## src/rtl/instr_fetch.sv

```systemverilog
// Fetch stage: PC register, single-outstanding imem handshake, instruction register and next-PC logic.
// Optional retired-instruction counter enabled by defining INSTR_COUNT_EN.
module instr_fetch #(
  parameter int              PC_W     = 32,
  parameter logic [PC_W-1:0] RESET_PC = '0,
  parameter int              PC_INC   = 4
) (
  input  logic            clk,
  input  logic            rst,
  output logic            imem_req,
  output logic [PC_W-1:0] imem_addr,
  input  logic [31:0]     imem_rdata,
  input  logic            imem_valid,
  output logic            instr_valid,
  output logic [31:0]     instr,
  output logic [5:0]      opcode,
  output logic [4:0]      rs,
  output logic [4:0]      rt,
  output logic [15:0]     imm,
  output logic [PC_W-1:0] pc_out,
  input  logic            next_ready,
  input  logic            stall,
  input  logic [1:0]      branch,
  input  logic            br_taken,
  input  logic [PC_W-1:0] reg_target,
  input  logic            halt
`ifdef INSTR_COUNT_EN
  ,
  output logic [31:0]     retired_cnt
`endif
);

  typedef enum logic [2:0] {IDLE, FETCH, WAIT, ISSUE, HALTED} state_t;

  state_t          state_q, state_d;
  logic [PC_W-1:0] pc_q, pc_d;
  logic [PC_W-1:0] pc_out_q, pc_out_d;
  logic [31:0]     ir_q, ir_d;
  logic [PC_W-1:0] seq_pc, br_off, next_pc;
  logic            advance;

  assign advance = (state_q == ISSUE) && next_ready && !stall;
  assign seq_pc  = pc_q + PC_W'(PC_INC);
  // Word offset: sign-extended imm scaled to bytes
  assign br_off  = {{(PC_W-18){ir_q[15]}}, ir_q[15:0], 2'b00};

  always_comb begin
    next_pc = seq_pc;
    case (branch)
      2'b00:   next_pc = seq_pc;
      2'b01:   next_pc = br_taken ? seq_pc + br_off : seq_pc;
      2'b10:   next_pc = seq_pc + br_off;
      default: next_pc = reg_target & ~PC_W'(3);
    endcase
  end

  always_comb begin
    state_d   = state_q;
    pc_d      = pc_q;
    pc_out_d  = pc_out_q;
    ir_d      = ir_q;
    imem_req  = 1'b0;
    imem_addr = '0;
    case (state_q)
      IDLE:  state_d = FETCH;
      FETCH: begin
        imem_req  = 1'b1;
        imem_addr = pc_q;
        state_d   = WAIT;
      end
      WAIT: begin
        if (imem_valid) begin
          ir_d     = imem_rdata;
          pc_out_d = pc_q;
          state_d  = ISSUE;
        end
      end
      ISSUE: begin
        if (advance) begin
          pc_d    = next_pc;
          state_d = halt ? HALTED : FETCH;
        end
      end
      HALTED:  state_d = HALTED;
      default: state_d = IDLE;
    endcase
  end

  always_ff @(posedge clk) begin
    if (rst) begin
      state_q  <= IDLE;
      pc_q     <= RESET_PC;
      pc_out_q <= '0;
      ir_q     <= '0;
    end else begin
      state_q  <= state_d;
      pc_q     <= pc_d;
      pc_out_q <= pc_out_d;
      ir_q     <= ir_d;
    end
  end

  assign instr_valid = (state_q == ISSUE);
  assign instr       = ir_q;
  assign opcode      = ir_q[31:26];
  assign rs          = ir_q[25:21];
  assign rt          = ir_q[20:16];
  assign imm         = ir_q[15:0];
  assign pc_out      = pc_out_q;

`ifdef INSTR_COUNT_EN
  logic [31:0] cnt_q, cnt_d;

  assign cnt_d = advance ? cnt_q + 32'd1 : cnt_q;

  always_ff @(posedge clk) begin
    if (rst) cnt_q <= '0;
    else     cnt_q <= cnt_d;
  end

  assign retired_cnt = cnt_q;
`endif

endmodule

```

## config.mk

```make
export PLATFORM = sky130hd
export DESIGN_NAME = instr_fetch
export DESIGN_NICKNAME = d
export VERILOG_FILES = /design/src/rtl/instr_fetch.sv
export SDC_FILE = /design/constraint.sdc
export NUM_CORES = 1
export LEC_CHECK = 0
export CORE_AREA = 5 5 119 121
export DETAILED_ROUTE_END_ITERATION = 8
export DIE_AREA = 0 0 124 126
export GPL_ROUTABILITY_DRIVEN = 1
export PLACE_DENSITY = 0.85
export SLEW_MARGIN = 20
export SYNTH_ARGS = -nofsm -noshare
export SYNTH_HDL_FRONTEND = slang
export SYNTH_SLANG_ARGS = --single-unit
```

## constraint.sdc

```tcl
create_clock -name clk -period 6.91 [get_ports clk]
set_input_delay 1.0365 -clock clk [delete_from_list [all_inputs] [get_ports clk]]
set_output_delay 1.0365 -clock clk [all_outputs]
set_load 0.05 [all_outputs]
```

### Word level (Yosys, flattened, before mapping)

Index checks and enable logic that the tools add are counted.

* eq/ne operators: 8
* muxes and demuxes: 8
* reductions and logical operators: 8
* add/subtract/negate cells: 2

Operators with widths (number)
* $pmux 32 s3: 1
* $mux 32: 2
* $add 32x3->32 const B: 1
* $add 32x32->32: 1
* $pmux 3 s5: 1
* $mux 3: 3
* $eq 3x2->1 const B: 2
* $reduce_and 2->1: 3
* $eq 3x1->1 const B: 1
* $eq 3x3->1 const B: 1
* $logic_not 3->1: 1
* $eq 2x1->1 const B: 1
* $eq 2x2->1 const B: 1
* $logic_and 1x1->1: 2
* $logic_not 2->1: 1
* $ne 2x1->1 const B: 1
* $ne 2x2->1 const B: 1
* $logic_not 1->1: 1
* $mux 1: 1

* bits of input ports: 73
* flip-flop bits (word level): 99
* logic and storage cells: 30
* output and inout port bits: 130

### Logic depth before layout (Yosys ltp)

* word-level depth: 5
* depth in mapped cells: 18
* mapped depth without buffers: 16

### Worst setup path after synthesis

No wires, ideal clock.

* path kind: register to register
* from: reg pc_q[9]
* to: reg pc_q[31]
* required time: 6.776 ns
* setup slack: 3.504 ns
* cell stages (with the launch flop): 18
* setup time: 0.134 ns
* clock period less this slack: 3.406 ns
* path buffers: 2
* arrival time: 3.273 ns
* cell sequence: dfxtp_1 -> buf_2 -> nand4_1 -> nor4_2 -> and3_1 -> buf_2 -> nand2_1 -> xnor2_1 -> ha_1 -> nand2_1 -> or3_4 -> o31ai_4 -> a31o_4 -> nand2_4 -> o21a_1 -> a211oi_2 -> xnor2_1 -> o22ai_1

* cells in the longest elaborated chain, start to end: 4

Ends and longest elaborated chain
* from (decl): RTL line 36 `logic [PC_W-1:0] pc_q, pc_d;`
* from (signal assigned): RTL line 97 `pc_q <= pc_d;`
* $add 32x3->32 *: RTL line 43 `assign seq_pc = pc_q + PC_W'(PC_INC);`
* $add 32x32->32: RTL line 51, 52
* $mux 32: RTL line 51 `2'b01: next_pc = br_taken ? seq_pc + br_off : seq_pc;`
* $pmux 32 s3 *: RTL line 49 `case (branch)`

Every way passes the cells marked *; elsewhere a longest branch is shown, timed or not.
A chain may end at the register's enable or synchronous reset.

### Worst setup path after layout

* from: reg pc_q[8]
* to: reg pc_q[31]

The elaborated chain is that of the path after synthesis.

==> flow_metrics.env <==
export IMPL_synth_edf_count=0
export IMPL_routed_via_count=6440
export IMPL_mostFrequentLayoutCells="clkdlybuf4s50_1 (195), nand2_1 (179), a21oi_1 (108), dfxtp_1 (95), xnor2_1 (39)"
export IMPL_hold_viol_final=0
export IMPL_yosysUniqueCellTypes=68
export IMPL_clk_latency_ns=0.35
export IMPL_io_pins=203
export IMPL_hpwl_mm=14.17
export IMPL_hold_buffers=0
export IMPL_syn_cell_area_um2=6359
export IMPL_irDropWorstVdd_v=0.0001016
export IMPL_ctsResizeCount=0
export IMPL_intPower_uw=906.2
export IMPL_rows=42
export IMPL_cp_max_fo=8
export IMPL_rsz0062_at_grt="no"
export IMPL_slowest_delay_ns=0.51
export IMPL_ant_nets=0
export IMPL_syn_inst=840
export IMPL_end_kind="register"
export IMPL_r2r_start="pc_q[8]$_SDFFE_PP0P_"
export IMPL_status="finished clean"
export IMPL_timing_fmax_ghz=0.2426
export IMPL_drc=0
export IMPL_dieHeight_um=126
export IMPL_area_growth_pct=32.41
export IMPL_grt_overflow=0
export IMPL_yosys_warnings=0
export IMPL_maxSlewViolCount=0
export IMPL_place_congestion=0.9143
export IMPL_syn_avg_cell_area_um2=7.570
export IMPL_cts_tree="built"
export IMPL_r2r_setup_slack_ns=2.79
export IMPL_r2r_end="pc_q[31]$_SDFFE_PP0P_"
export IMPL_ys_ff_latch=95
export IMPL_pwr_share_seq_pct=44.2
export IMPL_p_clk_share_pct=37.3
export IMPL_power_switching_uw=387.9
export IMPL_rr_worst_depth=15
export IMPL_cts_sink_count=95
export IMPL_worstSetupStartpointType="register"
export IMPL_n_antenna_cell=0
export IMPL_tns_ns=0
export IMPL_drtIter0Drc=459
export IMPL_port_buffers=196
export IMPL_clockBufferDepth=2
export IMPL_fin_crit_sh_pct=59.65
export IMPL_worst_hold_startpoint="pc_out[10]$_SDFFE_PP0P_"
export IMPL_required_ns=7.10
export IMPL_power_density_nw_per_um2=153.7
export IMPL_drv_cap=0
export IMPL_layout_commonest_cell="clkdlybuf4s50_1"
export IMPL_p_leak_uw=0.003178
export IMPL_clk_pin_slew_ns=0.07
export IMPL_grt_pass1_wl_mm=30.36
export IMPL_drive_gt1_share_pct=4.821
export IMPL_cts_buffers=9
export IMPL_detail_route_vias_per_cell=5.595
export IMPL_post_route_min_period_ns=4.122
export IMPL_async_reset_ff_share_pct=0
export IMPL_grtUsageTotal_pct=23.85
export IMPL_worstPathArrival_ns=4.31
export IMPL_relSlewSlack_pct=32.15
export IMPL_worst_pin_slew_ns=1.014
export IMPL_cp_slowest_cell="dfxtp_1"
export IMPL_postCtsSetupBuffers=0
export IMPL_cts_root_buf="clkbuf_16"
export IMPL_finalClockSkew_ns=0.007790
export IMPL_worstPathCellList="nand4_1 > nor4_2 > and3_1 > nand2_1 > xnor2_1 > ha_1 > nand2_1 > or3_4 > o31ai_4 > a31o_4 > nand2_4 > o21a_1 > a211oi_2 > xnor2_1 > o22ai_1"
export IMPL_core_um2=12980
export IMPL_wl_per_cell_um=16.55
export IMPL_combPwrFrac_pct=18.6
export IMPL_start_util_pct=48.99
export IMPL_p_sw_share_pct=29.97
export IMPL_grt_max_degree=87
export IMPL_first_pass_iters=5
export IMPL_die_area_um2=15620
export IMPL_hold_depth=2
export IMPL_ys_flop_type="dfxtp_1"
export IMPL_wl_mm=19.05
export IMPL_hold_path_class="reg2reg"
export IMPL_antenna_found_initial=0
export IMPL_die_w_um=124
export IMPL_finalSetupViolCount=0
export IMPL_min_delay_worst_endpoint="pc_out[10]$_SDFFE_PP0P_"
export IMPL_synth_seq_area_share_pct=29.91
export IMPL_grt_pass1_vias=6022
export IMPL_cts_max_level=3
export IMPL_path_class="reg2reg"
export IMPL_fin_nets=1078
export IMPL_p_total_uw=1294
## synthesized netlist by cell type (all sizes together), types with 2 or more instances
cell type / n / share of area (%)
nand2: 180 / 11
a21oi: 110 / 8.8
dfxtp: 95 / 30
buf: 45 / 5.0
clkbuf: 43 / 2.6
xnor2: 39 / 5.4
ha: 34 / 6.7
nor2: 34 / 2.0
and2: 33 / 3.2
o21ai: 31 / 2.5
nand3: 23 / 2.2
a21o: 18 / 2.1
inv: 15 / 0.89
a211oi: 14 / 1.9
xor2: 13 / 1.8
and3: 11 / 1.1
o221ai: 11 / 1.5
o22ai: 11 / 1.1
o211ai: 9 / 1.1
nand4: 8 / 0.79
o21a: 7 / 0.83
nor3: 6 / 0.65
a221oi: 4 / 0.92
a31oi: 4 / 0.39
o21bai: 4 / 0.47
or3: 4 / 0.47
and4: 3 / 0.41
nand2b: 3 / 0.30
nor3b: 3 / 0.35
a31o: 2 / 0.41
nor2b: 2 / 0.20
nor4: 2 / 0.30
nor4b: 2 / 0.28
o31ai: 2 / 0.45
## registers in the layout, indices dropped and copies added (netlist names)
| register | count |
|---|---|
| instr | 32 |
| pc_out | 30 |
| pc_q | 30 |
| state_q | 3 |
## power by group through the flow
stage | Combinational (µW) | Clock [µW] | Sequential, µW
after floorplan | 131 | 0 | 605
after global placement | 237 | 0 | 583
after detailed placement | 239 | 0 | 584
after CTS | 240 | 490 | 571
after global routing | 256 | 509 | 574
final | 240 | 482 | 572
## layer usage
layer  global-route usage [%]  up-vias  share of wire (%)
met5                        0        -                  0
met4                    8.119        0                2.0
met3                    4.753       34                9.3
met2                    37.77      298                 45
met1                    32.32     2962                 43
li1                         -     3146                  -
## kinds of logic (layout without fill, tap and decap cells)
logic type	after synthesis	after routing	synth area share, %
adder cells (fa/ha/maj)	35	35	7.005
multiplexers	1	1	0.1574
other	1	4	0.05898
AND/OR/NAND/NOR	317	317	23.42
flip-flops	95	95	29.91
AO/OA/AOI/OAI	236	236	23.81
buffers and inverters	103	235	8.481
XOR/XNOR	52	52	7.163
## metrics by stage
stage / area [µm²] / util [%] / hold WS (ns) / setup WS (ns) / std cells
4_1_cts: 8419 / 64.86 / 0.4547 / 2.860 / 1151
6_report: 8419 / 64.86 / 0.4524 / 2.788 / 1151
3_5_place_dp: 8135 / 62.68 / 0.4453 / 2.891 / 1135
3_3_place_gp: 8135 / 62.68 / 0.4408 / 2.976 / 1135
5_1_grt: 8419 / 64.86 / 0.4691 / 2.546 / 1151
2_1_floorplan: 6370 / - / 0.4656 / 3.504 / 843
## worst max-delay path: cells and delay by family (launching register included)
family                     cells  cell delay [ns]
AOI/OAI and AO/OA              5             1.04
adders and majority gates      1             0.34
xor gates and xnor gates       2             0.35
and+or+nand+nor                7             1.70
DFF                            1             0.51
## worst max-delay path by stage
stage                         startpoint                     to  slack, ns  cells past startpoint
floorplan           pc_q[9]$_SDFFE_PP0P_  pc_q[31]$_SDFFE_PP0P_       3.50                     17
global placement    pc_q[8]$_SDFFE_PP0P_  pc_q[31]$_SDFFE_PP0P_       2.98                     15
detailed placement  pc_q[8]$_SDFFE_PP0P_  pc_q[31]$_SDFFE_PP0P_       2.89                     15
CTS                 pc_q[8]$_SDFFE_PP0P_  pc_q[31]$_SDFFE_PP0P_       2.86                     15
global route        pc_q[8]$_SDFFE_PP0P_  pc_q[31]$_SDFFE_PP0P_       2.55                     15
finish              pc_q[8]$_SDFFE_PP0P_  pc_q[31]$_SDFFE_PP0P_       2.79                     15
## cell type report
cell class              count  area (µm²)
well taps                 176       220.2
clock inverters             5       41.29
inverters                  15       56.30
fillers                  1107        4561
repair buffers            204        2017
flip-flops and latches     95        1902
multi-input cells         645        3940
clock buffers              11       242.7
Power figures use the tool's default switching activity.
